==> src/rtl/iiitb_usr_deser.sv <==
// iiitb_usr_deser: serial-in/parallel-out receiver with a one-entry valid/ready output buffer.
// Define IIITB_USR_DESER_PARITY_EN to expect an even-parity bit after each word (perr pulses on error).
module iiitb_usr_deser #(
  parameter int WIDTH = 4,
  parameter int CNT_W = $clog2(WIDTH + 1)
) (
  input  logic             clk,
  input  logic             reset_n,
  input  logic [1:0]       ctrl,
  input  logic             sin,
  output logic [WIDTH-1:0] pout,
  output logic             pvalid,
  input  logic             pready,
  output logic             busy,
  output logic [CNT_W-1:0] bit_cnt,
  output logic             overrun,
  output logic             perr
);

  typedef enum logic [1:0] {
    C_HOLD  = 2'b00,
    C_LSB   = 2'b01,
    C_MSB   = 2'b10,
    C_CLEAR = 2'b11
  } ctrl_e;

  typedef enum logic {
    BUF_EMPTY,
    BUF_FULL
  } buf_e;

`ifdef IIITB_USR_DESER_PARITY_EN
  localparam int LAST = WIDTH;
`else
  localparam int LAST = WIDTH - 1;
`endif

  logic [WIDTH-1:0] sr_q, sr_d;
  logic [WIDTH-1:0] pout_q, pout_d;
  logic [CNT_W-1:0] cnt_q, cnt_d;
  buf_e             buf_q, buf_d;
  logic             overrun_q, overrun_d;
  logic             perr_q, perr_d;
  logic [WIDTH-1:0] word;
  logic             shift, done, good;

  always_comb begin
    sr_d      = sr_q;
    cnt_d     = cnt_q;
    pout_d    = pout_q;
    buf_d     = buf_q;
    overrun_d = overrun_q;
    word      = sr_q;
    good      = 1'b1;
    shift     = (ctrl == C_LSB) || (ctrl == C_MSB);
    done      = shift && (cnt_q == CNT_W'(LAST));

    case (ctrl_e'(ctrl))
      C_MSB:   sr_d = {sr_q[WIDTH-2:0], sin};
      C_LSB:   sr_d = {sin, sr_q[WIDTH-1:1]};
      C_CLEAR: begin
        sr_d      = '0;
        cnt_d     = '0;
        overrun_d = 1'b0;
      end
      default: ;
    endcase
    if (shift) cnt_d = cnt_q + CNT_W'(1);

    // The parity cycle carries no data: the word is what was already in sr.
`ifdef IIITB_USR_DESER_PARITY_EN
    good = ~(^{sr_q, sin});
`else
    word = sr_d;
`endif
    if (done) begin
      sr_d  = '0;
      cnt_d = '0;
    end

    perr_d = done && !good;
    if (done && good) begin
      if ((buf_q == BUF_EMPTY) || pready) begin
        pout_d = word;
        buf_d  = BUF_FULL;
      end else begin
        overrun_d = 1'b1;
      end
    end else if ((buf_q == BUF_FULL) && pready) begin
      buf_d = BUF_EMPTY;
    end
  end

  always_ff @(posedge clk) begin
    if (!reset_n) begin
      sr_q      <= '0;
      cnt_q     <= '0;
      pout_q    <= '0;
      buf_q     <= BUF_EMPTY;
      overrun_q <= 1'b0;
      perr_q    <= 1'b0;
    end else begin
      sr_q      <= sr_d;
      cnt_q     <= cnt_d;
      pout_q    <= pout_d;
      buf_q     <= buf_d;
      overrun_q <= overrun_d;
      perr_q    <= perr_d;
    end
  end

  assign pout    = pout_q;
  assign pvalid  = (buf_q == BUF_FULL);
  assign busy    = (cnt_q != '0);
  assign bit_cnt = cnt_q;
  assign overrun = overrun_q;
  assign perr    = perr_q;

endmodule

==> config.mk <==
export PLATFORM = sky130hd
export DESIGN_NAME = iiitb_usr_deser
export DESIGN_NICKNAME = d
export VERILOG_FILES = /design/src/rtl/iiitb_usr_deser.sv
export SDC_FILE = /design/constraint.sdc
export NUM_CORES = 1
export LEC_CHECK = 0
export ABC_AREA = 0
export BUFFER_PORTS_ARGS = -buffer_cell sky130_fd_sc_hd__buf_2
export CAP_MARGIN = 25
export CORE_AREA = 4 4 41 43
export CTS_CLUSTER_DIAMETER = 150
export CTS_CLUSTER_SIZE = 30
export DETAILED_ROUTE_END_ITERATION = 10
export DIE_AREA = 0 0 45 47
export GPL_TIMING_DRIVEN = 0
export PLACE_DENSITY = 0.84
export SLEW_MARGIN = 5
export SYNTH_ARGS = -nofsm -noshare
export SYNTH_HDL_FRONTEND = slang
export SYNTH_SLANG_ARGS = --single-unit
==> constraint.sdc <==
create_clock -name clk -period 3.6 [get_ports clk]
set_input_delay 0.18 -clock clk [delete_from_list [all_inputs] [get_ports clk]]
set_output_delay 0.18 -clock clk [all_outputs]
set_load 0.1 [all_outputs]
==> reports/qor.txt, run 1 <==
Required @ worst endpoint: 3.42 ns
Top Ports: 17
Setup crit start: bit_cnt[0]
syn nets: 87
Die ar.: 0.00212 mm²
setup violators final: 0
H-tree depth: 1
Clk Tree Root Cell: clkbuf_4
Hold Crit Depth: 3
drt first-iter violations: 9
area added between synthesis and finish: 17.8%
Hold Path Class: primary input to flip-flop
status: finished clean
# Post-CTS Setup Buffers: 0
commonest non-fill, non-tap cell in the layout: buf_2
most frequent cells in the layout: buf_2 (15), dfxtp_1 (13), nand2_1 (9)
ant diodes: 0
row cnt: 13
Final ANT Viol Nets: 0
Yosys top cell area share: 38.6%
chip height: 47 µm
CTS tree: done
wirelength, routed: 1320 µm
Remaining Overflow, GRT: 0
mean routed wirelength per cell: 12.3 µm
routed via count: 580
maximum fanout along the worst path: 5
PwrDens: 388 mW/mm²
largest net degree at the start of global routing: 11
WHS Endpoint: bit_cnt[0]
All-Layer GR Usage: 14.4%
Placement Cell Area: 768 µm²
clk sinks: 13
R2R Setup Slk: 2.28 ns
Layout Cells excl Fill: 107
initial antenna violation count: 0
leak pwr: 0.358 nW
Worst Path Class, Setup: flip-flop to output pin
DRT Pass-1 Iters: 5
CTS resizes: 0
Final period util: 44.1%
final hold violations: 0
hold_sp: reset_n
RR Endpoint: pout[2]
fmax: 629 MHz
Critical Path AT: 1.41 ns
cell taking the most area after synthesis: dfxtp_1
total power: 0.308 mW
CTS Buffer Depth: 2
vias per inst: 5.42
Syn Area/Cell: 9.24 µm²
R2R Path Start: bit_cnt[0]
Skew-Pair Late Insertion Delay: 0.28 ns
HPWL Detailed: 1050 µm
VDD IR-drop max: 191 µV
post-synth cell types: 20
Final GP Congestion: 0.761
Slew Viols, Final: 0
core area: 0.00130 mm²
Seq/Total Area, Yosys: 38.6%
worst r2r path cells: 5
DRC: 0
effective utilization at floorplan: 51.8%
setup TNS: 0 ns
Hold Buf Count CTS: 0
#FFs+latches synth: 13
synth top area cells: dfxtp_1 (39%), ha_1 (15%), nor3b_1 (5.6%), a221oi_1 (5.2%), nand2_1 (5.0%)
PortBufs: 15
CTS Buf Count: 3
CP Launch Type: flip-flop
Period minus WS final: 1.59 ns
clk_skew: 0.00376 ns
Clock transition at path regs: 0.08 ns
Syn. warnings: 0
share of layout cells above drive strength 1: 26.1%
endpoint class of the critical path: output pin
# placed instances: 103
Fillers: 115
synthesized cell area: 674 µm²
Die Width: 45 µm
# nets final: 107
number of global-route vias before repair: 553
global-route wire length before repair: 2190 µm
RSZ-0062 raised after global routing: no
fin area: 795 µm²
Cells after Synth: 73
# Max-Cap Violations: 0
## cells by family (layout without fill, tap and decap cells)
family                     count (synthesis)  in the layout  share of synthesized area [%]
other                                      1              1                          0.556
adders and majority gates                  8              8                           14.8
and+or+nand+nor                           30             30                           26.7
buffers and inverters                      8             27                           6.12
DFF                                       13             13                           38.6
AOI/OAI and AO/OA                         13             13                           13.2
## through the flow
step	hold WS, ns	util (%)	setup WS (ns)
finish	0.234	61.1	2.01
global route	0.252	61.1	1.92
global placement	0.457	59.0	2.34
CTS	0.242	61.1	2.00
floorplan	0.362	-	1.47
detailed placement	0.462	59.0	2.29
## where the power goes
group	total [mW]	switching (mW)	internal (mW)
Combinational	0.0636	0.0461	0.0175
Sequential	0.151	0.00327	0.148
Clock	0.0935	0.0505	0.0430
## Yosys cell counts
cell,n
a221oi_1,4
dfxtp_1,13
buf_6,1
o22ai_1,5
conb_1,1
a21oi_1,3
and2_4,2
buf_4,1
nor2_1,2
ha_1,8
nand2b_4,1
inv_1,6
nand3b_1,1
a21boi_0,1
nand4_1,4
nand2_2,1
and2_1,1
nor3b_1,5
nand2_1,9
nand2b_1,4
## worst max path at each step
| stage | endpoint | slack [ns] | cells past startpoint |
|---|---|---|---|
| finish | busy | 2.01 | 4 |
| global placement | pout[2] | 2.34 | 6 |
| CTS | busy | 2.00 | 4 |
| detailed placement | pout[2] | 2.29 | 5 |
| global route | busy | 1.92 | 4 |
| floorplan | busy | 1.47 | 3 |
## worst max-delay path: stages, from the launching register on
cell and delay [ns]:
dfxtp_1 0.41, inv_1 0.06, ha_1 0.19, nand2_1 0.06, buf_2 0.41
## routing by layer
layer | track usage [%] | routed length, µm | part of all wire, % | up-vias
li1 | - | - | - | 295
met2 | 25.1 | 613 | 47 | 17
met5 | 0 | 0 | 0 | -
met4 | 5.26 | 19 | 1.4 | 0
met1 | 16.4 | 613 | 47 | 265
met3 | 4.60 | 71 | 5.4 | 3
## sequential cells by signal, indices dropped and copies added (netlist names)
signal,count
pout,4
pvalid,1
sr_q,4
overrun,1
bit_cnt,3
## area by class of cell
| class | count | area, µm² | area share, % |
|---|---|---|---|
| clock buffers | 4 | 26.3 | 3.31 |
| multi-input cells | 52 | 373 | 46.9 |
| inverters | 6 | 22.5 | 2.83 |
| plain buffers | 2 | 18.8 | 2.36 |
| repair buffers | 15 | 75.1 | 9.45 |
| flip-flops and latches | 13 | 260 | 32.8 |
| well taps | 15 | 18.8 | 2.36 |
Power figures use the tool's default switching activity.
==> run 2: changes to the inputs <==
- CORE_AREA: 4 4 41 43 -> unset
- CORE_MARGIN: unset -> 4
- CORE_UTILIZATION: unset -> 45
- DIE_AREA: 0 0 45 47 -> unset
- PLACE_DENSITY: 0.84 -> 0.79
- clock period: 3.6 -> 1.3 ns (I/O delays scaled with it)
==> reports/qor.txt, run 2 (synthesis results as in run 1) <==
status: finished clean
register area: 274 µm² (+5.3%)
setup TNS: 0 ns (unchanged)
Die ar.: 0.00218 mm² (+3.2%)
Final ANT Viol Nets: 0 (unchanged)
# nets final: 107 (unchanged)
effective utilization at floorplan: 50.0% (-1.9 points)
CTS Buffer Depth: 2 (unchanged)
Required @ worst endpoint: 1.24 ns (-2.18 ns)
largest net degree at the start of global routing: 11 (unchanged)
total power: 0.847 mW (+170%)
endpoint class of the critical path: output pin
Skew-Pair Late Insertion Delay: 0.28 ns (about the same)
chip height: 46.7 µm (-0.62%)
maximum fanout along the worst path: 5 (unchanged)
Slew Viols, Final: 0 (unchanged)
H-tree depth: 1 (unchanged)
ant diodes: 0 (unchanged)
Worst Path Class, Setup: flip-flop to output pin
DRT Pass-1 Iters: 4 (-1)
wirelength, routed: 1230 µm (-6.4%)
final hold violations: 0 (unchanged)
RSZ-0062 raised after global routing: no
CTS tree: done
PortBufs: 15 (unchanged)
global-route wire length before repair: 2040 µm (-7.2%)
setup violators final: 0 (unchanged)
Fillers: 123 (+7.0%)
Final period util: 95.5%
CTS Buf Count: 3 (unchanged)
CP Launch Type: flip-flop
area added between synthesis and finish: 25.6%
Top Ports: 17 (unchanged)
commonest non-fill, non-tap cell in the layout: buf_2
All-Layer GR Usage: 13.4% (-0.98 points)
DRC: 0 (unchanged)
share of layout cells above drive strength 1: 37.0% (+11 points)
vias per inst: 5.17 (-4.7%)
core area: 0.00135 mm² (+3.7%)
PwrDens: 1000 mW/mm² (+160%)
Remaining Overflow, GRT: 0 (unchanged)
fmax: 806 MHz
Period minus WS final: 1.24 ns
Hold Buf Count CTS: 0 (unchanged)
most frequent cells in the layout: buf_2 (14), nand2_1 (8), dfxtp_1 (8)
number of global-route vias before repair: 478 (-14%)
routed via count: 553 (-4.7%)
row cnt: 13 (unchanged)
initial antenna violation count: 0 (unchanged)
# Post-CTS Setup Buffers: 0 (unchanged)
Hold Path Class: primary input to flip-flop
clk sinks: 13 (unchanged)
HPWL Detailed: 940 µm (-11%)
VDD IR-drop max: 592 µV (+210%)
drt first-iter violations: 17 (+8)
Critical Path AT: 1.18 ns (-0.23 ns)
Clock transition at path regs: 0.07 ns (about the same)
Clk Tree Root Cell: clkbuf_4
leak pwr: 0.363 nW (+1.4%)
area of the multi-input gates: 405 µm² (+8.7%)
Die Width: 46.7 µm (+3.8%)
# Max-Cap Violations: 0 (unchanged)
mean routed wirelength per cell: 11.5 µm (-6.4%)
Final GP Congestion: 0.798 (+4.9%)
clk_skew: 0.000924 ns (-0.00283 ns)
[run 2: cell counts in the layout (fill, tap and decap cells not counted)]
No cell type changed its count.
[run 2: report_power, final]
group / leakage, nW / internal (mW) / switching, mW / total (mW)
Combinational: 0.239 / 0.0557 / 0.130 / 0.186
Sequential: 0.109 / 0.407 / 0.0100 / 0.417
Clock: 0.0150 / 0.119 / 0.125 / 0.245
[run 2: final cells by class]
cell class              instances  area share, %
multi-input cells              52           47.9
flip-flops and latches         13           32.3
repair buffers                 15           9.60
well taps                      15           2.22
plain buffers                   2           2.22
clock buffers                   4           3.10
inverters                       6           2.66
[run 2: metal layers]
layer	vias up	part of all wire [%]	track usage (%)
li1	293	-	-
met4	0	0.89	4.97
met5	-	0	0
met3	2	9.3	6.64
met2	16	41	19.0
met1	242	48	17.5
[run 2: worst paths after layout]
path,startpoint,end,slack (ns),cells past startpoint
setup / recovery,bit_cnt[0],busy,0.06,4
hold / removal,pready,pvalid,0.12,3
setup reg to reg,bit_cnt[0],sr_q[1],0.11,5
hold reg to reg,pout[2],pout[2],0.47,2
[run 2: timing repair]
item	4_1_cts	5_1_grt
endpoints found under the hold margin	0	0
gates resized for setup	1	2
setup endpoints to repair	1	2
[run 2: per-stage QoR]
step           utilization, %  std cells  worst slack (ns)  cell area (µm²)  hold WS [ns]
2_1_floorplan               -         73           -0.0264              716         0.236
3_3_place_gp             60.0        103             0.123              810         0.409
3_5_place_dp             60.0        103            0.0984              810         0.415
4_1_cts                  62.1        107           0.00386              838         0.122
5_1_grt                  62.7        107            0.0103              847         0.152
6_report                 62.7        107            0.0589              847         0.122
[run 2: worst max-delay path: stages (launching register included)]
cell and delay (ns):
dfxtp_4 0.37, inv_1 0.04, ha_1 0.19, nand2_2 0.07, buf_6 0.21
